File: src/rtl/serial_tx_sched_pkg.sv
// Shared types and constants for the two-requester serial transmit scheduler.
package serial_tx_sched_pkg;

  typedef enum logic [1:0] {
    ST_IDLE  = 2'd0,
    ST_SHIFT = 2'd1,
    ST_GAP   = 2'd2
  } state_e;

  localparam logic REQ0      = 1'b0;
  localparam logic REQ1      = 1'b1;
  localparam int   DEF_WIDTH = 4;

endpackage

File: src/rtl/serial_tx_sched_if.sv
// Requester handshakes plus serial output bundle; master = producer side, slave = scheduler.
interface serial_tx_sched_if import serial_tx_sched_pkg::*; #(
  parameter int WIDTH = DEF_WIDTH
);
  logic             req0_valid;
  logic [WIDTH-1:0] req0_data;
  logic             req0_ready;
  logic             req1_valid;
  logic [WIDTH-1:0] req1_data;
  logic             req1_ready;
  logic             ser_out;
  logic             ser_valid;
  logic             ser_first;
  logic             ser_last;
  logic             ser_src;
  logic             busy;

  modport master (
    output req0_valid, req0_data, req1_valid, req1_data,
    input  req0_ready, req1_ready, ser_out, ser_valid, ser_first, ser_last, ser_src, busy
  );

  modport slave (
    input  req0_valid, req0_data, req1_valid, req1_data,
    output req0_ready, req1_ready, ser_out, ser_valid, ser_first, ser_last, ser_src, busy
  );
endinterface

File: src/rtl/serial_tx_sched_shift_out_reg.sv
// WIDTH-bit load/shift register, LSB out; load wins over shift, zero fill from the top.
// Latency: loaded word's bit 0 appears on out the cycle after ld; no backpressure.
module shift_out_reg import serial_tx_sched_pkg::*; #(
  parameter int WIDTH = DEF_WIDTH
) (
  input  logic             clk,
  input  logic             rst,
  input  logic             ld,
  input  logic             sh,
  input  logic [WIDTH-1:0] d,
  output logic             out
);
  logic [WIDTH-1:0] shreg_q, shreg_d;

  always_comb begin
    shreg_d = shreg_q;
    if (ld) begin
      shreg_d = d;
    end else if (sh) begin
      shreg_d = {1'b0, shreg_q[WIDTH-1:1]};
    end
  end

  always_ff @(posedge clk or posedge rst) begin
    if (rst) begin
      shreg_q <= '0;
    end else begin
      shreg_q <= shreg_d;
    end
  end

  assign out = shreg_q[0];
endmodule

File: src/rtl/serial_tx_sched.sv
// Round-robin scheduler feeding two requesters' words into one LSB-first serial frame path.
// Latency: first bit one cycle after accept; ready only in IDLE or a GAP==0 last-bit cycle.
module serial_tx_sched import serial_tx_sched_pkg::*; #(
  parameter int WIDTH = DEF_WIDTH,
  parameter int GAP   = 0
) (
  input logic              clk,
  input logic              rst,
  serial_tx_sched_if.slave bus
);
  localparam int              CW       = $clog2(WIDTH);
  localparam logic [CW-1:0]   LAST_BIT = CW'(WIDTH - 1);
  localparam logic [3:0]      GAP_LOAD = (GAP > 0) ? 4'(GAP - 1) : 4'd0;

  state_e        state_q, state_d;
  logic [CW-1:0] bit_cnt_q, bit_cnt_d;
  logic [3:0]    gap_cnt_q, gap_cnt_d;
  logic          last_grant_q, last_grant_d;
  logic          ser_src_q, ser_src_d;

  logic             shreg_out;
  logic             is_last;
  logic             accept_slot;
  logic             grant1;
  logic             xfer;
  logic [WIDTH-1:0] load_dat;

  assign is_last     = (state_q == ST_SHIFT) && (bit_cnt_q == LAST_BIT);
  // Ready is forced low during reset so every output reads 0 while rst is high.
  assign accept_slot = !rst && ((state_q == ST_IDLE) || (is_last && (GAP == 0)));
  assign grant1      = bus.req1_valid && (!bus.req0_valid || (last_grant_q == REQ0));
  assign xfer        = accept_slot && (bus.req0_valid || bus.req1_valid);
  assign load_dat    = grant1 ? bus.req1_data : bus.req0_data;

  assign bus.req0_ready = accept_slot && bus.req0_valid && !grant1;
  assign bus.req1_ready = accept_slot && grant1;

  always_comb begin
    state_d      = state_q;
    bit_cnt_d    = bit_cnt_q;
    gap_cnt_d    = gap_cnt_q;
    last_grant_d = last_grant_q;
    ser_src_d    = ser_src_q;
    if (xfer) begin
      state_d      = ST_SHIFT;
      bit_cnt_d    = '0;
      last_grant_d = grant1;
      ser_src_d    = grant1;
    end else begin
      case (state_q)
        ST_SHIFT: begin
          if (is_last) begin
            if (GAP > 0) begin
              state_d   = ST_GAP;
              gap_cnt_d = GAP_LOAD;
            end else begin
              state_d = ST_IDLE;
            end
          end else begin
            bit_cnt_d = bit_cnt_q + 1'b1;
          end
        end
        ST_GAP: begin
          if (gap_cnt_q == '0) begin
            state_d = ST_IDLE;
          end else begin
            gap_cnt_d = gap_cnt_q - 1'b1;
          end
        end
        default: ;
      endcase
    end
  end

  always_ff @(posedge clk or posedge rst) begin
    if (rst) begin
      state_q      <= ST_IDLE;
      bit_cnt_q    <= '0;
      gap_cnt_q    <= '0;
      last_grant_q <= REQ1;
      ser_src_q    <= REQ0;
    end else begin
      state_q      <= state_d;
      bit_cnt_q    <= bit_cnt_d;
      gap_cnt_q    <= gap_cnt_d;
      last_grant_q <= last_grant_d;
      ser_src_q    <= ser_src_d;
    end
  end

  shift_out_reg #(.WIDTH(WIDTH)) u_shift (
    .clk (clk),
    .rst (rst),
    .ld  (xfer),
    .sh  (state_q == ST_SHIFT),
    .d   (load_dat),
    .out (shreg_out)
  );

  assign bus.ser_valid = (state_q == ST_SHIFT);
  assign bus.ser_out   = bus.ser_valid && shreg_out;
  assign bus.ser_first = bus.ser_valid && (bit_cnt_q == '0);
  assign bus.ser_last  = is_last;
  assign bus.ser_src   = ser_src_q;
  assign bus.busy      = (state_q != ST_IDLE);
endmodule

File: src/flat_wrapper.sv
// flat-port wrapper written by rule: the top's interface ports become plain ports
module serial_tx_sched_flat import serial_tx_sched_pkg::*;
#(
  parameter int WIDTH = DEF_WIDTH,
  parameter int GAP   = 0
)
  (clk, rst, bus_req0_valid, bus_req0_data, bus_req1_valid, bus_req1_data, bus_req0_ready, bus_req1_ready, bus_ser_out, bus_ser_valid, bus_ser_first, bus_ser_last, bus_ser_src, bus_busy);
  serial_tx_sched_if #(.WIDTH(WIDTH)) bus_i ();
  input logic clk;
  input logic rst;
  input wire logic [$bits(bus_i.req0_valid)-1:0] bus_req0_valid;
  input wire logic [$bits(bus_i.req0_data)-1:0] bus_req0_data;
  input wire logic [$bits(bus_i.req1_valid)-1:0] bus_req1_valid;
  input wire logic [$bits(bus_i.req1_data)-1:0] bus_req1_data;
  output wire logic [$bits(bus_i.req0_ready)-1:0] bus_req0_ready;
  output wire logic [$bits(bus_i.req1_ready)-1:0] bus_req1_ready;
  output wire logic [$bits(bus_i.ser_out)-1:0] bus_ser_out;
  output wire logic [$bits(bus_i.ser_valid)-1:0] bus_ser_valid;
  output wire logic [$bits(bus_i.ser_first)-1:0] bus_ser_first;
  output wire logic [$bits(bus_i.ser_last)-1:0] bus_ser_last;
  output wire logic [$bits(bus_i.ser_src)-1:0] bus_ser_src;
  output wire logic [$bits(bus_i.busy)-1:0] bus_busy;
  assign bus_i.req0_valid = bus_req0_valid;
  assign bus_i.req0_data = bus_req0_data;
  assign bus_i.req1_valid = bus_req1_valid;
  assign bus_i.req1_data = bus_req1_data;
  assign bus_req0_ready = bus_i.req0_ready;
  assign bus_req1_ready = bus_i.req1_ready;
  assign bus_ser_out = bus_i.ser_out;
  assign bus_ser_valid = bus_i.ser_valid;
  assign bus_ser_first = bus_i.ser_first;
  assign bus_ser_last = bus_i.ser_last;
  assign bus_ser_src = bus_i.ser_src;
  assign bus_busy = bus_i.busy;
  serial_tx_sched #(.WIDTH(WIDTH), .GAP(GAP)) u_core (.clk(clk), .rst(rst), .bus(bus_i));
endmodule
File: config.mk
export PLATFORM = sky130hd
export DESIGN_NAME = serial_tx_sched_flat
export DESIGN_NICKNAME = d
export VERILOG_FILES = /design/src/rtl/serial_tx_sched_pkg.sv /design/src/rtl/serial_tx_sched_if.sv /design/src/rtl/serial_tx_sched_shift_out_reg.sv /design/src/rtl/serial_tx_sched.sv /design/src/flat_wrapper.sv
export SDC_FILE = /design/constraint.sdc
export NUM_CORES = 1
export LEC_CHECK = 0
export BUFFER_PORTS_ARGS = -buffer_cell sky130_fd_sc_hd__buf_2
export CAP_MARGIN = 10
export CORE_AREA = 2 2 39 41
export CTS_BUF_LIST = sky130_fd_sc_hd__clkbuf_4 sky130_fd_sc_hd__clkbuf_8 sky130_fd_sc_hd__clkbuf_16
export CTS_CLUSTER_SIZE = 30
export DETAILED_ROUTE_END_ITERATION = 7
export DIE_AREA = 0 0 41 43
export GPL_TIMING_DRIVEN = 0
export PLACE_DENSITY = 0.75
export SYNTH_ARGS = -nofsm -noshare
export SYNTH_HDL_FRONTEND = slang
export SYNTH_SLANG_ARGS = --single-unit
export TNS_END_PERCENT = 5
File: constraint.sdc
create_clock -name clk -period 1.8 [get_ports clk]
set_input_delay 0.18 -clock clk [delete_from_list [all_inputs] [get_ports clk]]
set_output_delay 0.18 -clock clk [all_outputs]
set_load 0.05 [all_outputs]
== Yosys cells after proc, flatten, opt, wreduce, memory -nomap -nowiden ==
Index checks and enable logic that the tools add are counted.

* Register bits: 14
* Bits of input ports: 12
* Output and inout bits: 8
* Logic and storage cells: 51

* $add $sub $neg: 2
* Eq/ne operators: 6
* Mux-type cells: 10
* Bitwise gates (word level): 3
* Reduce and logical (&&, ||, !) cells: 24

{| class="wikitable"
|+ Operators by type and width
! kind !! number
|-
| two-way mux 2 bit || 6
|-
| two-way mux 4 bit || 3
|-
| logical AND 1 bit || 9
|-
| AND reduction 3 bit || 2
|-
| == test 2 bit, second input constant || 2
|-
| logical NOT 2 bit || 2
|-
| logical NOT 4 bit || 1
|-
| one-hot mux 2 bit (2 select lines) || 1
|-
| nonzero test 2 bit || 2
|-
| subtractor 4 x 1 -> 4 bit, second input constant || 1
|-
| logical NOT 1 bit || 3
|-
| logical OR 1 bit || 3
|-
| inequality test 3 x 2 -> 1 bit, second input constant || 1
|-
| inequality test 3 bit, second input constant || 1
|-
| inverter 1 bit || 3
|-
| nonzero test 3 bit || 1
|-
| adder 2 x 1 -> 2 bit, second input constant || 1
|-
| == test 2 x 1 -> 1 bit, second input constant || 1
|-
| inequality test 2 x 1 -> 1 bit, second input constant || 1
|-
| AND reduction 2 bit || 1
|}

== Depth between registers and ports, before layout ==
Gate-level depths: netlist of the first run.

* Word-level depth: 7
* Mapped depth: 4
* Gate-level depth less buffers: 4

== By module ==
A second synthesis of the first run with hierarchy kept.

* Cell total of the unflattened synthesis: 53
* Area, all modules: 526.8 um^2

{| class="wikitable"
|+ Modules (own cells, without submodules)
! module !! times used !! cells an instance !! area an instance (um^2) !! seq. area each (um^2)
|-
| serial_tx_sched || 1 || 36 || 351.6 || 126.4
|-
| shift_out_reg || 1 || 17 || 175.2 || 100.1
|}

== Worst setup path before layout of the first run ==
Ideal clock, no wire load.

* Kind: register to output
* Start point: register u_core.state_q[0]
* End point: output port bus_req0_ready
* Arrival time: 1.670 ns
* Data required time: 1.620 ns
* Setup slack: -0.050 ns
* Stages on the path, launching flop included: 5
* Path buffers: 1
* Cell sequence: dfrtp_1 > buf_6 > nand2b_1 > nand3_1 > nor2_1

* Cells in the longest elaborated chain, start to end: 6

{| class="wikitable"
|+ RTL lines
! what !! line !! text
|-
| start, declared || serial_tx_sched.sv:15 || <nowiki>state_e state_q, state_d;</nowiki>
|-
| start signal, assigned || serial_tx_sched.sv:83 || <nowiki>state_q <= state_d;</nowiki>
|-
| == test 2 x 1 -> 1 bit || serial_tx_sched.sv:28 || <nowiki>assign is_last = (state_q == ST_SHIFT) && (bit_cnt_q == LAST_BIT);</nowiki>
|-
| logical AND 1 bit || serial_tx_sched.sv:28 ||
|-
| logical OR 1 bit * || serial_tx_sched.sv:30 || <nowiki>assign accept_slot = !rst && ((state_q == ST_IDLE) || (is_last && (GAP == 0)));</nowiki>
|-
| logical AND 1 bit * || serial_tx_sched.sv:30 ||
|-
| logical AND 1 bit * (2 in series) || serial_tx_sched.sv:35 || <nowiki>assign bus.req0_ready = accept_slot && bus.req0_valid && !grant1;</nowiki>
|-
| end, declared || flat_wrapper.sv:15 || <nowiki>output wire logic [$bits(bus_i.req0_ready)-1:0] bus_req0_ready;</nowiki>
|}

Mark *: on every way between the ends. The rest lies on a longest branch, timed or not.

== Final worst setup path of the first run ==
* Start point: register u_core.bit_cnt_q[0]
* End point: output port bus_req1_ready

* Cells in the longest elaborated chain, start to end: 5

{| class="wikitable"
|+ RTL lines
! what !! line !! text
|-
| start, declared || serial_tx_sched.sv:16 || <nowiki>logic [CW-1:0] bit_cnt_q, bit_cnt_d;</nowiki>
|-
| start signal, assigned || serial_tx_sched.sv:84 || <nowiki>bit_cnt_q <= bit_cnt_d;</nowiki>
|-
| == test 2 bit || serial_tx_sched.sv:28 ||
|-
| logical AND 1 bit || serial_tx_sched.sv:28 ||
|-
| logical OR 1 bit || serial_tx_sched.sv:30 ||
|-
| logical AND 1 bit || serial_tx_sched.sv:30 ||
|-
| logical AND 1 bit || serial_tx_sched.sv:36 || <nowiki>assign bus.req1_ready = accept_slot && grant1;</nowiki>
|-
| end, declared || flat_wrapper.sv:16 || <nowiki>output wire logic [$bits(bus_i.req1_ready)-1:0] bus_req1_ready;</nowiki>
|}

No other way between the ends.

==> impl_metrics.ini, run 1 <==
[placement]
detailed_place.area_um2 = 657
dp_cells = 84
gpl_wtd_cong = 0.656
place.detailed.hpwl_um = 727
dp_worst_setup_slack_ps = 313
place.port_buffers = 19

[worst_setup_path]
worst_r2r_startpoint = u_core.state_q[0]$_DFFE_PP0P_
timing.setup.critical_path_class = flip-flop to output pin
crit_path_max_fanout = 6
crit_start = u_core.bit_cnt_q[0]$_DFFE_PP0P_
crit_path_end_kind = output pin
worst_ep_arrival_time_ps = 1510
cp_data_required_time_ps = 1620
crit_path_start_kind = flip-flop

[floorplanning]
ioPinCount = 20
die_area_mm2 = 0.00176
core_region_area_mm2 = 0.00138
placementRows = 14
dieWidth_um = 41
floorplan.initialDensity = 0.390
die_y_um = 43

[global_route]
grt_antenna_before_repair = 0
grt_start_max_net_pins = 10
grt_first_pass_wirelength_um = 1600
global_route.overflow_total = 0
via_count_of_the_first_global_routing_pass = 382
track_usage = 0.141

[route]
first_pass_iters = 2
drt.antenna.violating_nets = 0
drt_wl_total_um = 971
detail_route.vias_per_cell = 4.76
detail_route.iter0.violations = 6
routedWlPerCell_um = 10.9
routed-via-count = 424
number_of_remaining_drc_errors = 0

[cells_and_area]
post-route-cell-area_um2 = 707
area_growth_pct = 31.1
layoutNonFillerInstCount = 89
filler_cell_count = 132
post_route_cells_drive_above_1_share = 0.438
seqCellArea_um2 = 226
multi_input_comb_area_um2 = 287
layout_commonest_cell = buf_2
mostFrequentLayoutCells = 17 x buf_2, 11 x mux2i_1, 8 x dfrtp_1, 4 x inv_1, 4 x clkbuf_4
num_antenna_cells = 0
nets = 88

[min_path]
hp-class = input port to async pin

[clock_network]
clock-root-buffer = clkbuf_4
clock_tree.buffer_depth = 2
clock_insertion_delay_worst_skew_ps = 270
clk_transition_reported_paths_ps = 60
cts.htree.levels = 1
post_cts_buffers = 0
clkSinkCount = 9
cts_tree = yes
cts-buffers-inserted = 3

[synthesis]
synthesis.nets = 63
number_of_flops_mapped_to_enable_cells_by_yosys = 0
synth.lib_cells_used.distinct = 22
synth-seq-cells = 9
netlist_area_um2 = 539
synth_sequential_area_ratio = 0.420
dominantRegCellSynth = dfrtp_1
total_of_warnings_raised_by_yosys = 0
syn_avg_cell_area_um2 = 11.0
postSynth.asyncResetShare = 1.00
synth_cells = 49

[timing]
clock_skew_ps = 8.58
maxSlewViolCount = 0
finalHoldViolCount = 0
part_of_the_cycle_the_worst_path_needs = 0.937
post-route-min-period_ps = 1690
rsz0062_at_grt = no
clock.fmax_mhz = 593
post-route-worst-setup-slack_ps = 114
setup_tns_ps = 0
worstMarginPinSlew_ps = 387
timing.max_slew.rel_slack = 0.741
finalSetupViolCount = 0
whs_ps = 38.3

[run_status]
run_status = finished, final reports clean

[flow_run]
maximum_capacitance_violations = 0

[power_and_ir_drop]
p_leak_nw = 0.369
worst_ir_drop_vdd_uv = 706
power_per_cell_area_mw_per_mm2 = 1840
layout make-up:
| cell class | instances | area share |
|---|---|---|
| Buffer | 2 | 0.0265 |
| Sequential cell | 9 | 0.320 |
| Tap cell | 16 | 0.0283 |
| Inverter | 4 | 0.0212 |
| Clock buffer | 4 | 0.0425 |
| Timing Repair Buffer | 20 | 0.156 |
| Multi-Input combinational cell | 34 | 0.405 |
worst max-delay path, cell delays in order, from the launching register on:
cell      delay, ps
dfrtp_1         400
ha_2            220
nand2b_2        230
and3_1          200
buf_4           190
worst paths after layout:
path / endpoint / slack (ps) / depth (start not counted)
max: bus_req1_ready / 110 / 4
min: u_core.last_grant_q$_DFFE_PP1P_ / 40 / 2
max reg2reg: u_core.u_shift.shreg_q[2]$_DFFE_PP0P_ / 420 / 4
min reg2reg: u_core.bus.ser_src$_DFFE_PP0P_ / 520 / 2
max in group asynchronous: u_core.u_shift.shreg_q[3]$_DFFE_PP0P_ / 940 / 3
min in group clk: u_core.last_grant_q$_DFFE_PP1P_ / 150 / 2
synth_stat cells (2+ instances only):
library cell  instances  share of area
dfrtp_1               8           0.37
inv_1                 4          0.028
mux2i_1              11           0.20
and2_1                3          0.035
nand2_1               2          0.014
nor2_1                3          0.021
nand2b_1              2          0.023
ha_1                  2          0.046
layer usage:
layer,up-vias,part of all wire,global-route usage
li1,215,-,-
met5,-,0,0
met1,197,0.39,0.169
met2,12,0.54,0.200
met3,0,0.067,0.0785
met4,0,0,0.0600
sequential cells by signal (all words and copies together), names as in the netlist:
signal / count
u_core.bit_cnt_q: 2
u_core.bus.ser_src: 1
u_core.last_grant_q: 1
u_core.state_q: 1
u_core.u_shift.shreg_q: 4
power breakdown:
part / switching, mW / internal (mW)
registers: 0.0588 / 0.302
clock network: 0.0707 / 0.101
logic: 0.487 / 0.280
metrics by stage:
stage	utilization	total power [mW]
after floorplan	-	0.975
after detailed placement	0.475	1.12
final	0.511	1.30
after CTS	0.507	1.31
after global placement	0.475	1.10
after global routing	0.511	1.40
cell families after synthesis:
| kind of cell | share of synthesized area |
|---|---|
| and+or+nand+nor | 0.169 |
| muxes | 0.204 |
| DFF | 0.420 |
| AOI/OAI and AO/OA | 0.0812 |
| buffers and inverters | 0.0626 |
| adders and majority gates | 0.0464 |
| xor gates and xnor gates | 0.0162 |
repair_timing:
item                       in CTS  in global routing
hold endpoints to repair        8                  0
hold buffers                    1                  0
gates resized for setup         2                  2
setup endpoints to repair       2                  2
Power figures use the tool's default switching activity.
==> run 2, diff against run 1 <==
Settings changed: RECOVER_POWER set to 50.
==> impl_metrics.ini, run 2 (synthesis results as in run 1) <==
[cells_and_area]
post_route_cells_drive_above_1_share = 0.384
area_growth_pct = 30.2
registers.top_by_ff_count = u_core.u_shift.shreg_q
mostFrequentLayoutCells = 13 x buf_2, 11 x mux2i_1, 8 x dfrtp_1
num_antenna_cells = 0
nets = 88
number_of_flip_flops_under_the_largest_register_name = 4
reg_top3 = u_core.u_shift.shreg_q (4), u_core.bit_cnt_q (2)
layout_commonest_cell = buf_2
finalCoreUtilization = 0.507

[clock_network]
cts-buffers-inserted = 3
cts_tree = yes
clock-root-buffer = clkbuf_4
clkSinkCount = 9
clock_tree.buffer_depth = 2
clk_transition_reported_paths_ps = 60
cts.htree.levels = 1
post_cts_buffers = 0
clock_insertion_delay_worst_skew_ps = 270

[worst_setup_path]
critical-path-max-stage-delay_ps = 400
crit_start = u_core.bit_cnt_q[0]$_DFFE_PP0P_
crit_path_cell_trace = ha_2 > nand2b_2 > and3_1 > buf_4
crit_path_end_kind = output pin
crit_path_max_fanout = 6
crit_slowest_cell = dfrtp_1
timing.setup.critical_path_class = flip-flop to output pin
cp_data_required_time_ps = 1620
worst_r2r_startpoint = u_core.state_q[0]$_DFFE_PP0P_
crit_path_start_kind = flip-flop
worst_ep_arrival_time_ps = 1510

[timing]
timing.max_slew.rel_slack = 0.602
part_of_the_cycle_the_worst_path_needs = 0.937
clock.fmax_mhz = 593
setup_tns_ps = 0
maxSlewViolCount = 0
finalSetupViolCount = 0
clock_skew_ps = 8.87
finalHoldViolCount = 0
worstMarginPinSlew_ps = 600
rsz0062_at_grt = no
post-route-worst-setup-slack_ps = 114
post-route-min-period_ps = 1690

[route]
drt.antenna.violating_nets = 0
detail_route.vias_per_cell = 4.89
first_pass_iters = 4
drt_wl_total_um = 973
number_of_remaining_drc_errors = 0
detail_route.iter0.violations = 6
routed-via-count = 435
routedWlPerCell_um = 10.9

[floorplanning]
die_y_um = 43
ioPinCount = 20
core_region_area_mm2 = 0.00138
die_area_mm2 = 0.00176
dieWidth_um = 41
floorplan.initialDensity = 0.390
placementRows = 14

[flow_run]
maximum_capacitance_violations = 0

[global_route]
track_usage = 0.141
grt_start_max_net_pins = 10
met1_global_route_usage = 0.169
groute.layer.met3.usage = 0.0785
globalRoute.busiestLayer = met2
use_met2 = 0.200
via_count_of_the_first_global_routing_pass = 382
grt_first_pass_wirelength_um = 1600
grt_antenna_before_repair = 0
global_route.overflow_total = 0

[power_and_ir_drop]
power_per_cell_area_mw_per_mm2 = 1840
p_leak_nw = 0.359
worst_ir_drop_vdd_uv = 701

[placement]
place.detailed.hpwl_um = 727
gpl_wtd_cong = 0.656
dp_worst_setup_slack_ps = 313
place.port_buffers = 19

[run_status]
run_status = finished, final reports clean

[min_path]
hp-class = input port to async pin
-- run 2: final cells by class --
cell class                 instances  area (um^2)
clock buffer                       4         30.0
sequential                         9          226
timing repair buffer              20          105
tap                               16         20.0
multi-input combinational         34          287
inverter                           4         15.0
buffer                             2         18.8
fill                             136          682
-- run 2: worst max-delay path, delay by kind of cell (launching register included) --
family | cells | cell delay (ps)
and+or+nand+nor | 2 | 430
DFF | 1 | 400
adders and majority gates | 1 | 220
buffers and inverters | 1 | 190
-- run 2: repair_timing --
action / CTS / global route
endpoints found under the setup margin: 2 / 2
gates resized for setup: 2 / 2
pin swaps: 0 / 0
endpoints found under the hold margin: 8 / 0
hold buffers: 1 / 0
-- run 2: path summary, 6_finish.rpt --
path / end / cells after the start / slack (ps)
setup / recovery: bus_req1_ready / 4 / 110
hold / removal: u_core.last_grant_q$_DFFE_PP1P_ / 2 / 50
setup reg to reg: u_core.u_shift.shreg_q[2]$_DFFE_PP0P_ / 4 / 410
hold reg to reg: u_core.bus.ser_src$_DFFE_PP0P_ / 2 / 530
max in group asynchronous: u_core.u_shift.shreg_q[3]$_DFFE_PP0P_ / 3 / 930
min in group clk: u_core.last_grant_q$_DFFE_PP1P_ / 2 / 150
-- run 2: per-layer routing --
| layer | vias up | part of all wire |
|---|---|---|
| met5 | - | 0 |
| met4 | 0 | 0.0082 |
| met3 | 2 | 0.073 |
| met2 | 14 | 0.53 |
| met1 | 201 | 0.39 |
| li1 | 218 | - |
-- run 2: report_power, final --
part | internal (mW) | switching [mW] | leakage [nW]
logic | 0.271 | 0.486 | 0.231
clock network | 0.101 | 0.0709 | 0.0184
registers | 0.302 | 0.0591 | 0.110
total | 0.673 | 0.616 | 0.359
-- run 2: metrics by stage --
step	total power, mW	cell area (um^2)	hold WS, ps	cells
global route	1.39	702	69.6	89
global placement	1.10	657	228	84
detailed placement	1.12	657	231	84
CTS	1.31	702	33.7	89
floorplan	0.975	542	37.3	49
finish	1.29	702	50.9	89
==> run 3, diff against run 2 <==
Settings changed: CORE_AREA 2 2 39 41 to not set, CORE_MARGIN set to 2, CORE_UTILIZATION set to 40, DIE_AREA 0 0 41 43 to not set, PLACE_DENSITY 0.75 to 0.74.
==> impl_metrics.ini, run 3 (synthesis results as in run 1) <==
[floorplanning]
floorplan.initialDensity = 0.420
ioPinCount = 20
die_area_mm2 = 0.00166
placementRows = 13
core_region_area_mm2 = 0.00128
dieWidth_um = 40.7
die_y_um = 40.7

[cells_and_area]
area_growth_pct = 30.2
nets = 88
layout_commonest_cell = buf_2
post_route_cells_drive_above_1_share = 0.397
reg_top3 = u_core.u_shift.shreg_q (4), u_core.bit_cnt_q (2)
registers.top_by_ff_count = u_core.u_shift.shreg_q
multi_input_comb_area_um2 = 287
number_of_flip_flops_under_the_largest_register_name = 4
filler_cell_count = 125
seqCellArea_um2 = 226
finalCoreUtilization = 0.546
post-route-cell-area_um2 = 702
num_antenna_cells = 0
mostFrequentLayoutCells = 14 x buf_2, 11 x mux2i_1, 8 x dfrtp_1, 4 x inv_1, 4 x clkbuf_4

[clock_network]
clock_insertion_delay_worst_skew_ps = 250
clk_transition_reported_paths_ps = 60
clock-root-buffer = clkbuf_4
cts.htree.levels = 1
cts_tree = yes
cts-buffers-inserted = 3
clkSinkCount = 9
clock_tree.buffer_depth = 2

[timing]
timing.max_slew.rel_slack = 0.600
rsz0062_at_grt = no
worstMarginPinSlew_ps = 602
part_of_the_cycle_the_worst_path_needs = 0.936
post-route-worst-setup-slack_ps = 115
clock_skew_ps = 3.82
finalSetupViolCount = 0
clock.fmax_mhz = 593
post-route-min-period_ps = 1690
maxSlewViolCount = 0
setup_tns_ps = 0
finalHoldViolCount = 0

[power_and_ir_drop]
power_per_cell_area_mw_per_mm2 = 1830
p_leak_nw = 0.361
worst_ir_drop_vdd_uv = 653
p_total_mw = 1.29

[global_route]
grt_start_max_net_pins = 10
track_usage = 0.133
grt_antenna_before_repair = 0
global_route.overflow_total = 0
via_count_of_the_first_global_routing_pass = 344
grt_first_pass_wirelength_um = 1350

[route]
detail_route.vias_per_cell = 4.80
routedWlPerCell_um = 10.7
first_pass_iters = 4
number_of_remaining_drc_errors = 0
routed-via-count = 422
drt.antenna.violating_nets = 0
detail_route.iter0.violations = 7
drt_wl_total_um = 942

[worst_setup_path]
buffers_and_inverters_on_the_worst_path = 1
worst_ep_arrival_time_ps = 1510
cp_top_family = simple AND/OR/NAND/NOR gates
crit_path_start_kind = flip-flop
cp_data_required_time_ps = 1620
crit_path_cell_trace = ha_2 > nand2b_2 > and3_1 > buf_4
critical-path-max-stage-delay_ps = 410
timing.setup.critical_path_class = flip-flop to output pin
crit_path_max_fanout = 6
crit_slowest_cell = dfrtp_1
crit_path_end_kind = output pin

[run_status]
run_status = finished, final reports clean

[flow_run]
maximum_capacitance_violations = 0

[placement]
dp_worst_setup_slack_ps = 288
detailed_place.area_um2 = 656
gpl_wtd_cong = 0.606
place.port_buffers = 19

[min_path]
hp-class = input port to async pin
## run 3: final timing paths
| kind | start | end | slack [ps] | cells past startpoint |
|---|---|---|---|---|
| worst max register to register | u_core.state_q[0]$_DFFE_PP0P_ | u_core.u_shift.shreg_q[1]$_DFFE_PP0P_ | 450 | 4 |
| worst max-delay path | u_core.bit_cnt_q[0]$_DFFE_PP0P_ | bus_req1_ready | 110 | 4 |
| worst min register to register | u_core.bus.ser_src$_DFFE_PP0P_ | u_core.bus.ser_src$_DFFE_PP0P_ | 540 | 2 |
| max in group asynchronous | rst | u_core.u_shift.shreg_q[1]$_DFFE_PP0P_ | 950 | 3 |
| worst min-delay path | rst | u_core.last_grant_q$_DFFE_PP1P_ | 40 | 2 |
| min in group clk | bus_req0_valid | u_core.last_grant_q$_DFFE_PP1P_ | 160 | 2 |
## run 3: through the flow
| step | hold slack (ps) | cells |
|---|---|---|
| after floorplan | 37.3 | 49 |
| after global placement | 227 | 83 |
| after detailed placement | 226 | 83 |
| after CTS | 29.4 | 88 |
| after global routing | 51.2 | 88 |
| final | 41.7 | 88 |
## run 3: worst reg2reg max path: stages (launching register included)
cell     delay [ps]
dfrtp_1         410
buf_6           160
nor2b_4         140
nor3_4          340
mux2i_1         230
## run 3: layer usage
metal / track usage / part of all wire / vias up
met5: 0 / 0 / -
li1: - / - / 216
met2: 0.250 / 0.53 / 15
met1: 0.119 / 0.40 / 189
met4: 0.0750 / 0.0064 / 0
met3: 0.0489 / 0.065 / 2
## run 3: power by group
part | switching (mW) | internal, mW | total [mW]
Sequential | 0.0606 | 0.301 | 0.362
Combinational | 0.482 | 0.274 | 0.756
Clock | 0.0670 | 0.100 | 0.167
## run 3: area by class of cell
cell class / count / area share
Multi-Input combinational cell: 34 / 0.408
Sequential cell: 9 / 0.323
Timing Repair Buffer: 20 / 0.152
Clock buffer: 4 / 0.0428
Buffer: 2 / 0.0267
Tap cell: 15 / 0.0267
Inverter: 4 / 0.0214
## run 3: repair_timing
action | CTS | global route
gates resized for setup | 2 | 2
buffers inserted | 0 | 0
hold buffers | 1 | 0
endpoints found under the setup margin | 2 | 2
hold endpoints to repair | 8 | 0
